## config.mk

```make
export PLATFORM = sky130hd
export DESIGN_NAME = vga_frame_scanner
export DESIGN_NICKNAME = d
export VERILOG_FILES = /design/src/rtl/vga_frame_scanner.sv
export SDC_FILE = /design/constraint.sdc
export NUM_CORES = 1
export LEC_CHECK = 0
export ABC_CLOCK_PERIOD_IN_PS = 6100
export CORE_ASPECT_RATIO = 0.7
export CORE_MARGIN = 3
export CORE_UTILIZATION = 56
export DETAILED_ROUTE_END_ITERATION = 10
export PLACE_DENSITY_LB_ADDON = 0.3
export SETUP_SLACK_MARGIN = 0.15
export SLEW_MARGIN = 25
export SYNTH_ARGS = -nofsm -noshare
export SYNTH_HDL_FRONTEND = slang
export SYNTH_SLANG_ARGS = --single-unit
```

## constraint.sdc

```tcl
create_clock -name clock -period 6.1 [get_ports clock]
set_input_delay 0.915 -clock clock [delete_from_list [all_inputs] [get_ports clock]]
set_output_delay 0.915 -clock clock [all_outputs]
set_load 0.01 [all_outputs]
```

## src/rtl/vga_frame_scanner.sv

```systemverilog
// vga_frame_scanner: 640x480@60 framebuffer scanner driving a VGA DAC.
// The counter/address stage feeds a registered-read RAM; outputs trail by one pixel tick.
module vga_frame_scanner #(
    parameter int H_ACTIVE = 640,
    parameter int H_FP     = 16,
    parameter int H_SYNC   = 96,
    parameter int H_BP     = 48,
    parameter int V_ACTIVE = 480,
    parameter int V_FP     = 10,
    parameter int V_SYNC   = 2,
    parameter int V_BP     = 33
) (
    input  logic        clock,
    input  logic        reset,
    input  logic        pixel_enable,
    output logic [18:0] mem_raddr,
    input  logic [2:0]  mem_rdata,
    output logic        vga_hs,
    output logic        vga_vs,
    output logic        vga_blank_n,
    output logic        vga_sync_n,
    output logic [7:0]  vga_r,
    output logic [7:0]  vga_g,
    output logic [7:0]  vga_b,
    output logic        frame_start,
    output logic        vblank
);
    localparam int H_TOTAL = H_ACTIVE + H_FP + H_SYNC + H_BP;
    localparam int V_TOTAL = V_ACTIVE + V_FP + V_SYNC + V_BP;
    localparam int HW = $clog2(H_TOTAL);
    localparam int VW = $clog2(V_TOTAL);
    localparam logic [HW-1:0] H_LAST = HW'(H_TOTAL - 1);
    localparam logic [HW-1:0] H_ACT  = HW'(H_ACTIVE);
    localparam logic [HW-1:0] HS_BEG = HW'(H_ACTIVE + H_FP);
    localparam logic [HW-1:0] HS_END = HW'(H_ACTIVE + H_FP + H_SYNC);
    localparam logic [VW-1:0] V_LAST = VW'(V_TOTAL - 1);
    localparam logic [VW-1:0] V_ACT  = VW'(V_ACTIVE);
    localparam logic [VW-1:0] VS_BEG = VW'(V_ACTIVE + V_FP);
    localparam logic [VW-1:0] VS_END = VW'(V_ACTIVE + V_FP + V_SYNC);

    logic [HW-1:0] r_h, w_h_nxt;
    logic [VW-1:0] r_v, w_v_nxt;
    logic [18:0]   r_addr;
    logic          r_hs, r_vs, r_blank_n;
    logic [7:0]    r_r, r_g, r_b;
    logic          w_h_last, w_v_last, w_active, w_nxt_active, w_wrap;

    always_comb begin
        w_h_last     = r_h == H_LAST;
        w_v_last     = r_v == V_LAST;
        w_h_nxt      = w_h_last ? '0 : r_h + HW'(1);
        w_v_nxt      = !w_h_last ? r_v : (w_v_last ? '0 : r_v + VW'(1));
        w_active     = (r_h < H_ACT) && (r_v < V_ACT);
        w_nxt_active = (w_h_nxt < H_ACT) && (w_v_nxt < V_ACT);
        w_wrap       = pixel_enable && w_h_last && w_v_last;
    end

    // Address advances only when the next position is visible, so it parks on the last visible index in blanking
    always_ff @(posedge clock) begin
        if (reset) begin
            r_h       <= '0;
            r_v       <= '0;
            r_addr    <= '0;
            r_hs      <= 1'b1;
            r_vs      <= 1'b1;
            r_blank_n <= 1'b0;
            r_r       <= '0;
            r_g       <= '0;
            r_b       <= '0;
        end else if (pixel_enable) begin
            r_h       <= w_h_nxt;
            r_v       <= w_v_nxt;
            r_addr    <= w_wrap ? '0 : (w_nxt_active ? r_addr + 19'd1 : r_addr);
            r_hs      <= !((r_h >= HS_BEG) && (r_h < HS_END));
            r_vs      <= !((r_v >= VS_BEG) && (r_v < VS_END));
            r_blank_n <= w_active;
            r_r       <= {8{w_active & mem_rdata[2]}};
            r_g       <= {8{w_active & mem_rdata[1]}};
            r_b       <= {8{w_active & mem_rdata[0]}};
        end
    end

    assign mem_raddr   = r_addr;
    assign vga_hs      = r_hs;
    assign vga_vs      = r_vs;
    assign vga_blank_n = r_blank_n;
    assign vga_sync_n  = 1'b0;
    assign vga_r       = r_r;
    assign vga_g       = r_g;
    assign vga_b       = r_b;
    assign frame_start = w_wrap && !reset;
    assign vblank      = r_v >= V_ACT;
endmodule
```

=== Yosys cells after proc, flatten, opt, wreduce, memory -nomap -nowiden ===
Index checks and enable logic that the tools add are counted.

* Reductions and logical operators: 12
* Add/subtract/negate cells: 3
* Bitwise logic cells: 3
* Muxes and demuxes: 5
* Magnitude comparators: 9
* Equal/unequal tests: 2

{| class="wikitable"
|+ Operator list
! kind !! count
|-
| $mux 19 || 2
|-
| $lt 10x10->1 const B || 3
|-
| $lt 10x9->1 const B || 3
|-
| $mux 10 || 3
|-
| $add 10x1->10 const B || 2
|-
| $eq 10x10->1 const B || 2
|-
| $ge 10x9->1 const B || 2
|-
| $add 19x1->19 const B || 1
|-
| $ge 10x10->1 const B || 1
|-
| $logic_and 1x1->1 || 7
|-
| $and 1x1->1 || 3
|-
| $logic_not 1->1 || 3
|-
| $reduce_and 2->1 || 1
|-
| $reduce_bool 2->1 || 1
|}

* Logic and storage cells: 43
* Input port bits: 6
* Output and inout bits: 49
* Register bits: 45

=== Longest topological paths before layout ===
* Depth after elaboration: 7
* Gate-level depth with buffers: 10
* Gate-level depth less buffers: 8

=== Worst setup path before layout ===
OpenSTA, ideal clock, no wires.

* Path type: reg2out
* Start: register r_h[0]
* End: output port frame_start
* Data arrival time: 1.726 ns
* Path slack: 3.459 ns
* Buffers on the path: 1
* Cell stages (with the launch flop): 8
* Data required time: 5.185 ns
* Cells stage by stage: dfxtp_1 -> ha_1 -> nand4_1 -> or2_1 -> buf_6 -> nor3_2 -> nand2_1 -> nor2_1

* Word-level cells in the longest chain between the ends: 4

{| class="wikitable"
|+ Ends and longest elaborated chain
! element !! RTL line !! text
|-
| start: declaration || 41 || <nowiki>logic [HW-1:0] r_h, w_h_nxt;</nowiki>
|-
| start signal: assignment || 71 || <nowiki>r_h <= w_h_nxt;</nowiki>
|-
| $eq 10x10->1 || 49 || <nowiki>w_h_last = r_h == H_LAST;</nowiki>
|-
| $logic_and 1x1->1 (2 in a row) || 55 || <nowiki>w_wrap = pixel_enable && w_h_last && w_v_last;</nowiki>
|-
| $logic_and 1x1->1 || 91 || <nowiki>assign frame_start = w_wrap && !reset;</nowiki>
|-
| end: declaration || 25 || <nowiki>output logic frame_start,</nowiki>
|}

No other way between the ends.

=== Worst setup path in the final report ===
Same ends and word-level chain as after synthesis.

==> results_dict.tcl <==
set metrics [dict create \
    status "completed" \
    ctsHoldBuffers 0 \
    seqPwrFrac_pct 50.6 \
    first_global_vias 2318 \
    p_sw_w 0.000140 \
    ys_ff_latch 45 \
    synth_top_area_share_pct 31.7 \
    clock_latency_ns 0.30 \
    cts_buffer_depth 2 \
    syn-cell-area_um2 2840 \
    synth_cell_types 62 \
    nets 371 \
    postSynthAreaPerCell_um2 8.44 \
    fin_crit_ns 3.80 \
    setup_viol 0 \
    first_pass_iters 5 \
    power_w 0.000602 \
    drv_cap 0 \
    gp_congestion 0.948 \
    p_leak_nw 1.06 \
    p_per_area_nw_per_um2 183 \
    netlist_instances 337 \
    clockRootBuffer "clkbuf_8" \
    insertedDiodeCount 0 \
    skew_ns 0.00552 \
    dp_hpwl_um 4770 \
    ys_seq_area_share_pct 31.7 \
    drt_iter0_markers 243 \
    multi_input_area_um2 1610 \
    tightest_slew_ns 0.793 \
    cts_tree "yes" \
    grt_max_degree 31 \
    clk_pin_slew_ns 0.09 \
    synth_edf_count 0 \
    grt_antenna_before_repair 0 \
    final_util_pct 67.9 \
    fp.coreArea_um2 4830 \
    ys_warn_count 0 \
    rows 21 \
    cts_buffers 5 \
    tns_ns 0 \
    hold_path_class "flop to flop" \
    die_w_um 91.2 \
    cp-end-kind "primary output" \
    synthFlopType "dfxtp_1" \
    synth_area_leaders "dfxtp_1 (32%), buf_4 (6.3%), nand2_1 (4.8%), mux2i_1 (4.2%), nor2_1 (4.2%)" \
    synth_fp_nets 349 \
    cp_data_required_time_ns 5.18 \
    p_int_w 0.000461 \
    peakVddDrop_uv 116 \
    yosys.cell_count.top_type "dfxtp_1" \
    grt-ovfl-total 0 \
    criticalPathCategory "flop to primary output" \
    start_kind "flop" \
    power.share.combinational_pct 10.3 \
    start_util_pct 58.8 \
    critPathMaxFanout 9 \
    rsz0062_at_grt "false" \
    vias 2548 \
    portBuffers 53 \
    postCtsResizedCells 0 \
    die_h_um 65.6 \
    clkPwrFrac_pct 39.1 \
    grt_usage_pct 23.2 \
    place_inst 421 \
    relSlewSlack_pct 47.0 \
    drcViolationCount 0 \
    dieArea_um2 5980 \
    pin_count 55 \
    syn2layout_area_growth_pct 15.4 \
    wl_um 6710 \
    synth_top_area_cell "dfxtp_1" \
    sw_frac_of_total_pct 23.3 \
    async_flop_share_pct 0 \
    grt_first_pass_wirelength_um 11400 \
    antenna_left 0 \
    viasPerCell 5.94 \
    stdcell_count 429 \
    wl_per_cell_um 15.6 \
    num-fill-cells 440 \
    cp.arrival_ns 2.88 \
    cts_sinks 45 \
    final_hold_viol_count 0 \
    final_layout_size_suffix_gt1_share_pct 7.78 \
    max_clock_freq_ghz 0.263 \
    post_cts_buffers 0 \
    finalMaxSlewViolations 0 \
    min_period_over_period_pct 62.2 \
    seq_area_um2 901 \
    cts.htree.levels 2 \
    synth_common_cells "dfxtp_1 (45), nand2_1 (36), nor2_1 (32)" \
]
==> metal layers <==
layer / GRT usage [%] / wire length, um / up-vias / share of wire [%]
met5: 0 / 0 / - / 0
met4: 5.26 / 46 / 0 / 0.69
met3: 4.69 / 543 / 4 / 8.1
met2: 35.2 / 2760 / 100 / 41
met1: 34.0 / 3360 / 1192 / 50
li1: - / - / 1252 / -
==> worst max-delay path, cell delays in order (launching register included) <==
cell and delay [ns]:
dfxtp_1 0.39, ha_1 0.21, nand4_1 0.13, or2_1 0.36, nor3_2 0.65, nand2_1 0.19
nor2_1 0.13, clkdlybuf4s50_1 0.54
==> area by class of cell <==
type	count	area share [%]
multi-input combinational	244	48.9
sequential	45	27.5
timing repair buffer	54	16.4
clock buffer	7	2.63
tap	69	2.63
inverter	9	1.03
clock inverter	1	0.915
==> final timing paths <==
path | start | endpoint | slack, ns | cells after the start
hold reg to reg | mem_raddr[11]$_SDFFE_PP0P_ | mem_raddr[11]$_SDFFE_PP0P_ | 0.48 | 2
setup reg to reg | r_v[2]$_SDFFE_PP0P_ | mem_raddr[9]$_SDFFE_PP0P_ | 3.34 | 6
setup / recovery | r_h[0]$_SDFFE_PP0P_ | frame_start | 2.30 | 7
hold / removal | mem_raddr[11]$_SDFFE_PP0P_ | mem_raddr[11]$_SDFFE_PP0P_ | 0.48 | 2
==> kinds of logic after synthesis <==
family / synth area share, %
AND/OR/NAND/NOR: 31.7
AO/OA/AOI/OAI: 13.9
buffers and inverters: 12.0
flip-flops: 31.7
XOR/XNOR: 3.70
multiplexers: 4.23
adder cells (fa/ha/maj): 2.64
other: 0.132
==> metrics by stage <==
step | hold slack [ns] | area [um^2] | setup slack, ns
2_1_floorplan | 0.478 | 2840 | 3.46
3_3_place_gp | 0.458 | 3160 | 2.20
3_5_place_dp | 0.471 | 3160 | 2.10
4_1_cts | 0.483 | 3280 | 2.33
5_1_grt | 0.521 | 3280 | 2.07
6_report | 0.484 | 3280 | 2.30
==> power groups by stage <==
| stage | Combinational [W] | Sequential [W] | Clock, W |
|---|---|---|---|
| after global placement | 0.0000609 | 0.000311 | 0 |
| final | 0.0000618 | 0.000305 | 0.000235 |
| after CTS | 0.0000616 | 0.000305 | 0.000238 |
| after detailed placement | 0.0000616 | 0.000312 | 0 |
| after floorplan | 0.0000415 | 0.000312 | 0 |
| after global routing | 0.0000667 | 0.000306 | 0.000252 |
==> cells in the final DEF (no fill, tap or decap), types with 3 or more instances in the layout <==
| cell type | count |
|---|---|
| clkdlybuf4s50_1 | 53 |
| dfxtp_1 | 45 |
| nand2_1 | 36 |
| nor2_1 | 32 |
| nand4_1 | 17 |
| or3_1 | 14 |
| mux2i_1 | 12 |
| nand3_1 | 12 |
| o21ai_0 | 11 |
| a21oi_1 | 10 |
| xor2_1 | 9 |
| inv_1 | 8 |
| nor4_1 | 8 |
| nor3_1 | 6 |
| ha_1 | 6 |
| clkbuf_8 | 6 |
| and4_1 | 4 |
| and3_1 | 4 |
| o31ai_1 | 4 |
| a22oi_1 | 4 |
| xnor2_1 | 3 |
| or2_2 | 3 |
| nor4_2 | 3 |
| a31oi_1 | 3 |
| o211ai_1 | 3 |
==> registers in the layout (all words and copies together), names as in the netlist <==
| name | cells |
|---|---|
| vga_b | 1 |
| r_v | 10 |
| vga_vs | 1 |
| vga_r | 1 |
| r_h | 10 |
| vga_blank_n | 1 |
| vga_g | 1 |
| mem_raddr | 19 |
| vga_hs | 1 |
No activity file was read; power rests on OpenSTA's default activity.
